===== config.mk =====
export PLATFORM = sky130hd
export DESIGN_NAME = mux16_rr_sched
export DESIGN_NICKNAME = d
export VERILOG_FILES = /design/src/rtl/mux16_rr_sched.sv
export SDC_FILE = /design/constraint.sdc
export NUM_CORES = 1
export LEC_CHECK = 0
export ABC_AREA = 0
export BUFFER_PORTS_ARGS = -buffer_cell sky130_fd_sc_hd__buf_2
export CORE_ASPECT_RATIO = 0.7
export CORE_MARGIN = 10
export CORE_UTILIZATION = 23
export CTS_BUF_LIST = sky130_fd_sc_hd__clkbuf_2 sky130_fd_sc_hd__clkbuf_4 sky130_fd_sc_hd__clkbuf_8
export DETAILED_ROUTE_END_ITERATION = 12
export GPL_TIMING_DRIVEN = 0
export PLACE_DENSITY = 0.44
export SYNTH_ARGS = -nofsm -noshare
export SYNTH_HDL_FRONTEND = slang
export SYNTH_SLANG_ARGS = --single-unit
export TNS_END_PERCENT = 1

===== constraint.sdc =====
create_clock -name clk -period 5.3 [get_ports clk]
set_input_delay 0.53 -clock clk [delete_from_list [all_inputs] [get_ports clk]]
set_output_delay 0.53 -clock clk [all_outputs]
set_load 0.02 [all_outputs]

===== src/rtl/mux16_rr_sched.sv =====
// mux16_rr_sched
//   Round-robin scheduler that shares one 16:1 mux datapath between 16
//   requesters. It drives the mux select, a one-hot grant and a valid flag.
//   A grant is kept while its request stays high, for at most HOLD_MAX
//   cycles, and then passes to the next requester in rotation.
//   All outputs are registered.
//
// Parameters
//   HOLD_MAX   maximum consecutive cycles one requester keeps the mux (>=1)
//
// Ports
//   clk        system clock, rising edge
//   rst_n      asynchronous active-low reset
//   en         scheduler enable; 0 forces IDLE on the next edge
//   req[15:0]  request vector, bit i = requester i (mux input Ii)
//   sel[3:0]   mux select {S3,S2,S1,S0}, index of the granted requester
//   gnt[15:0]  one-hot grant, 1<<sel while gnt_valid, otherwise zero
//   gnt_valid  sel/gnt are valid and the mux output is owned

module mux16_rr_sched #(
  parameter int HOLD_MAX = 8
) (
  input  logic        clk,
  input  logic        rst_n,
  input  logic        en,
  input  logic [15:0] req,
  output logic [3:0]  sel,
  output logic [15:0] gnt,
  output logic        gnt_valid
);

  localparam int HW = $clog2(HOLD_MAX + 1);
  localparam logic [HW-1:0] HOLD_LIMIT = HW'(HOLD_MAX);

  typedef enum logic {
    IDLE,
    GRANT
  } state_t;

  state_t        state, next_state;
  logic [3:0]    ptr, next_ptr;
  logic [HW-1:0] hold_cnt, next_hold;
  logic [3:0]    next_sel;
  logic [15:0]   next_gnt;
  logic          next_valid;

  // Returns {found, index} of the first requester at or after 'start',
  // wrapping past 15 back to 0. Scanning from the farthest offset down
  // lets the nearest match overwrite the result last.
  function automatic logic [4:0] pick(input logic [15:0] r, input logic [3:0] start);
    logic [4:0] res;
    logic [3:0] idx;
    res = '0;
    for (int i = 15; i >= 0; i--) begin
      idx = start + 4'(i);
      if (r[idx]) res = {1'b1, idx};
    end
    return res;
  endfunction

  logic [4:0] pick_ptr;
  logic [4:0] pick_nxt;

  // From IDLE the search starts at ptr; from GRANT it starts just past the
  // current owner, which also wraps back to the owner itself on expiry.
  assign pick_ptr = pick(req, ptr);
  assign pick_nxt = pick(req, sel + 4'd1);

  // State and registered outputs.
  always_ff @(posedge clk or negedge rst_n) begin
    if (!rst_n) begin
      state     <= IDLE;
      ptr       <= '0;
      hold_cnt  <= '0;
      sel       <= '0;
      gnt       <= '0;
      gnt_valid <= 1'b0;
    end else begin
      state     <= next_state;
      ptr       <= next_ptr;
      hold_cnt  <= next_hold;
      sel       <= next_sel;
      gnt       <= next_gnt;
      gnt_valid <= next_valid;
    end
  end

  // Next-state decision.
  always_comb begin
    next_state = state;
    case (state)
      IDLE: begin
        if (en && (|req)) next_state = GRANT;
      end
      GRANT: begin
        if (!en) next_state = IDLE;
        else if (!req[sel] && !pick_nxt[4]) next_state = IDLE;
      end
      default: next_state = IDLE;
    endcase
  end

  // Next values of the registered outputs. A release takes priority over
  // expiry, but both end in the same "grant pick_nxt" path, so no bubble.
  always_comb begin
    logic       take;
    logic [3:0] take_idx;
    logic       clear;

    take       = 1'b0;
    take_idx   = '0;
    clear      = 1'b0;
    next_ptr   = ptr;
    next_hold  = hold_cnt;
    next_sel   = sel;
    next_gnt   = gnt;
    next_valid = gnt_valid;

    case (state)
      IDLE: begin
        if (en && (|req)) begin
          take     = 1'b1;
          take_idx = pick_ptr[3:0];
        end else begin
          clear = 1'b1;
        end
      end
      GRANT: begin
        if (!en) begin
          clear = 1'b1;
        end else if (!req[sel]) begin
          if (pick_nxt[4]) begin
            take     = 1'b1;
            take_idx = pick_nxt[3:0];
          end else begin
            clear = 1'b1;
          end
        end else if (hold_cnt < HOLD_LIMIT) begin
          next_hold = hold_cnt + HW'(1);
        end else begin
          take     = 1'b1;
          take_idx = pick_nxt[3:0];
        end
      end
      default: clear = 1'b1;
    endcase

    // sel deliberately keeps its last value when the grant is dropped.
    if (clear) begin
      next_gnt   = '0;
      next_valid = 1'b0;
      next_hold  = '0;
    end

    if (take) begin
      next_sel   = take_idx;
      next_gnt   = 16'(1) << take_idx;
      next_valid = 1'b1;
      next_hold  = HW'(1);
      next_ptr   = take_idx + 4'd1;
    end
  end

endmodule

==> reports/results.tsv <==
stage	metric	value	unit
route	routed wl met3	2340	µm
sta	min Tclk post-route	5110	ps
sta	RSZ-0062 raised after global routing	no	
logic_synthesis	syn nets	704	
route	via/cell ratio	5.72	
logic_synthesis	cells after synthesis	668	
logic_synthesis	EDFF count, synth	0	
worst_setup_path	Reg-to-Reg End	gnt[7]$_DFFE_PN0P_	
cells_and_area	Layout area overhead	13.9	%
logic_synthesis	sequential element share of the synthesized area	0.126	
logic_synthesis	Seq cells post-synth	30	
global_route	total track usage	0.134	
sta	worst slew margin relative to its limit	0.408	
worst_setup_path	Setup crit end	gnt[7]$_DFFE_PN0P_	
worst_setup_path	arrival time worst endpoint	5280	ps
clock_network	clock sink count	30	
sta	FMAX	196	MHz
worst_setup_path	crit-path max FO	10	
floorplan	Top Ports	40	
global_route	initial antenna violation count	1	
clock_network	total CTS buffers	5	
logic_synthesis	Synth top area share	0.189	
logic_synthesis	mux cell area share after synthesis	0.346	
place	placed insts	1038	
worst_setup_path	worst path cell trace	buf_4 -> ha_1 -> buf_2 -> xnor2_4 -> inv_2 -> buf_2 -> ha_2 -> nor2b_1 -> or3_1 -> nand2_2 -> mux2i_4 -> nand2_1 -> or4_4 -> o41ai_4 -> nor2_4 -> a221o_1 -> a31oi_4 -> nor2_1 -> ha_1 -> a22o_1	
floorplan	Die H	155	µm
route	metal2 WL	7910	µm
sta	Final Skew	4.24	ps
global_route	vias in the first global route	5442	
route	DR pass1 iterations	7	
global_route	largest net degree at the start of global routing	31	
logic_synthesis	Post-Synth Adder-Cell Area	0.0357	
clock_network	CTS H-Tree Depth	2	
place	Routability Congestion	0.904	
worst_setup_path	crit path capture type	flip-flop	
floorplan	CORE AREA	25600	µm²
clock_network	Clock transition at path regs	60	ps
clock_network	Hold Buf Count CTS	0	
route	metal1 wirelength	12500	µm
logic_synthesis	area leader, netlist	mux4_2	
place	I/O Buffers	39	
worst_setup_path	startpoint types	flip-flop	
status	status	finished, final reports clean	
cells_and_area	Layout Cells excl Fill	1048	
logic_synthesis	synthesized area	5950	µm²
floorplan	Initial Util	0.233	
sta	final slew viol count	0	
sta	measured slew at the worst slew-check pin	864	ps
route	initial DRC count	707	
route	Detail Route Antenna Nets	0	
clock_network	TritonCTS clock tree	yes	
cells_and_area	# nets final	752	
logic_synthesis	simple-gate share of the synthesized area	0.172	
job	max_cap viols	0	
route	vias after detailed routing	5996	
logic_synthesis	asr flop ratio synth	1.00	
floorplan	total die area	32800	µm²
cells_and_area	# fillers	2752	
logic_synthesis	Synth Area in XOR/XNOR	0.0420	
logic_synthesis	Syn Area/Cell	8.91	µm²
worst_setup_path	Setup CP Type	flip-flop to flip-flop	
route	wire per inst	21.8	µm
logic_synthesis	largest cells by area after synthesis	mux4_2, dfrtp_1, mux2i_1	
global_route	first-pass GRT wire length	34800	µm
route	Highest Signal Layer	met4	
floorplan	Site Rows	49	
floorplan	Die X	212	µm
sta	crit share post-route	0.965	
worst_setup_path	Worst EP required	5470	ps
worst_setup_path	Slowest-stage cell, CP	or4_4	
cells_and_area	FF+latch area	754	µm²
clock_network	clk buf depth	2	
sta	Fin. Hold Viols	0	
route	final wirelength	22900	µm
min_path	Worst Hold Class	input pin to async pin	
worst_setup_path	worst r2r path cells	20	
sta	# setup viols final	0	
cells_and_area	Final Core Density	0.265	
worst_setup_path	CP Launch Point	sel[0]$_DFFE_PN0P_	
cells_and_area	layout cells sized above 1	0.268	
worst_setup_path	worst r2r src	sel[0]$_DFFE_PN0P_	
global_route	grt total ovfl	0	
clock_network	worst-skew pair later-pin latency	280	ps
logic_synthesis	ys flop type	dfrtp_1	
logic_synthesis	yosys warns	0	
worst_setup_path	reg2reg setup slack	190	ps
logic_synthesis	main combinational cell family by area after synthesis	multiplexers	
cells_and_area	multi-input logic area	4920	µm²
logic_synthesis	post-synthesis cell type count	80	
logic_synthesis	Compound-Gate Fraction of Synth Area	0.218	
worst_setup_path	Slowest Stage Delay on Critical Path	520	ps
route	DRC errors left	0	
clock_network	Root Buffer	clkbuf_8	
place	detailed placer's ending HPWL	18100	µm
## cells by family (layout without fill, tap and decap cells)
kind of cell	after synthesis	in the layout
AOI/OAI and AO/OA	183	183
buffers and inverters	79	127
muxes	126	126
and+or+nand+nor	210	210
xor gates and xnor gates	23	23
DFF	30	30
other	0	1
adders and majority gates	17	17
## metal layers
layer	vias up	track usage
met3	9	0.0289
li1	2692	-
met4	0	0.0105
met2	295	0.155
met1	3000	0.236
met5	-	0
## synth_stat cells (4+ instances only)
library cell  number
a2111oi_0          6
a211oi_1           6
a21oi_1           41
a22o_1            18
a22oi_1            7
a31oi_1            6
and2_1             9
buf_2             12
clkbuf_1          32
dfrtp_1           30
ha_1              17
inv_1             20
inv_2              5
mux2_2            22
mux2i_1           44
mux4_1             8
mux4_2            50
nand2_1           67
nand2b_1          11
nand3_1           19
nand4_1            5
nor2_1            48
nor2b_1            8
nor3_1            13
o211ai_1           6
o21a_1             4
o21ai_0           28
o21ai_1            4
o221ai_1           8
o22ai_1            8
o31ai_1            4
or2_2              6
or3_1              4
xnor2_1           12
xor2_1             6
## critical path, delay by kind of cell (launching register included)
| family | cells | cell delay [ps] |
|---|---|---|
| XOR/XNOR | 1 | 250 |
| flip-flops | 1 | 470 |
| adder cells (fa/ha/maj) | 3 | 640 |
| AO/OA/AOI/OAI | 4 | 1090 |
| multiplexers | 1 | 290 |
| buffers and inverters | 4 | 690 |
| AND/OR/NAND/NOR | 7 | 1550 |
## repair_timing
action	4_1_cts	5_1_grt
setup endpoints to repair	30	20
pin swaps	2	1
resized for setup	18	16
setup buffers	4	1
## metrics by stage
step                cell area (µm²)  setup TNS [ps]  hold slack, ps  setup WS, ps
CTS                            6710               0             322          17.1
floorplan                      5950               0             234           112
global route                   6780               0             349          12.8
detailed placement             6560          -25100             487         -1080
global placement               6560          -26440             502         -1130
finish                         6780               0             294           186
## cell type report
class	count	area share
Antenna cell	1	0.000369
Buffer	49	0.0391
Clock buffer	7	0.0124
Inverter	27	0.0153
Multi-Input combinational cell	559	0.726
Sequential cell	30	0.111
Tap cell	331	0.0611
Timing Repair Buffer	44	0.0343
## cells in the final DEF (no fill, tap or decap), drive strengths merged, types with 10 or more instances in the layout
cell     n
a21oi   41
a22o    18
and2    10
buf     63
clkbuf  37
dfrtp   30
ha      17
inv     25
mux2    22
mux2i   46
mux4    58
nand2   67
nand2b  11
nand3   19
nor2    51
nor3    14
o21ai   32
xnor2   15
## registers in the layout (all words and copies together), names as in the netlist
| register | cells |
|---|---|
| hold_cnt | 4 |
| gnt_valid | 1 |
| sel | 4 |
| gnt | 16 |
| ptr | 4 |
| state | 1 |
## worst min-delay path by stage
stage                                    from               endpoint  slack, ps  cells after the start
after floorplan                         rst_n     gnt[0]$_DFFE_PN0P_        230                      0
after global placement    gnt[10]$_DFFE_PN0P_    gnt[10]$_DFFE_PN0P_        500                      1
after detailed placement  gnt[12]$_DFFE_PN0P_    gnt[12]$_DFFE_PN0P_        490                      1
after CTS                               rst_n     gnt[0]$_DFFE_PN0P_        320                      1
after global routing                    rst_n  gnt_valid$_DFFE_PN0P_        350                      1
final                                   rst_n     gnt[4]$_DFFE_PN0P_        290                      1
Power is left out: the tool's default activity adds up to more than one toggle a clock period on the data nets, which glitch-free logic cannot reach.
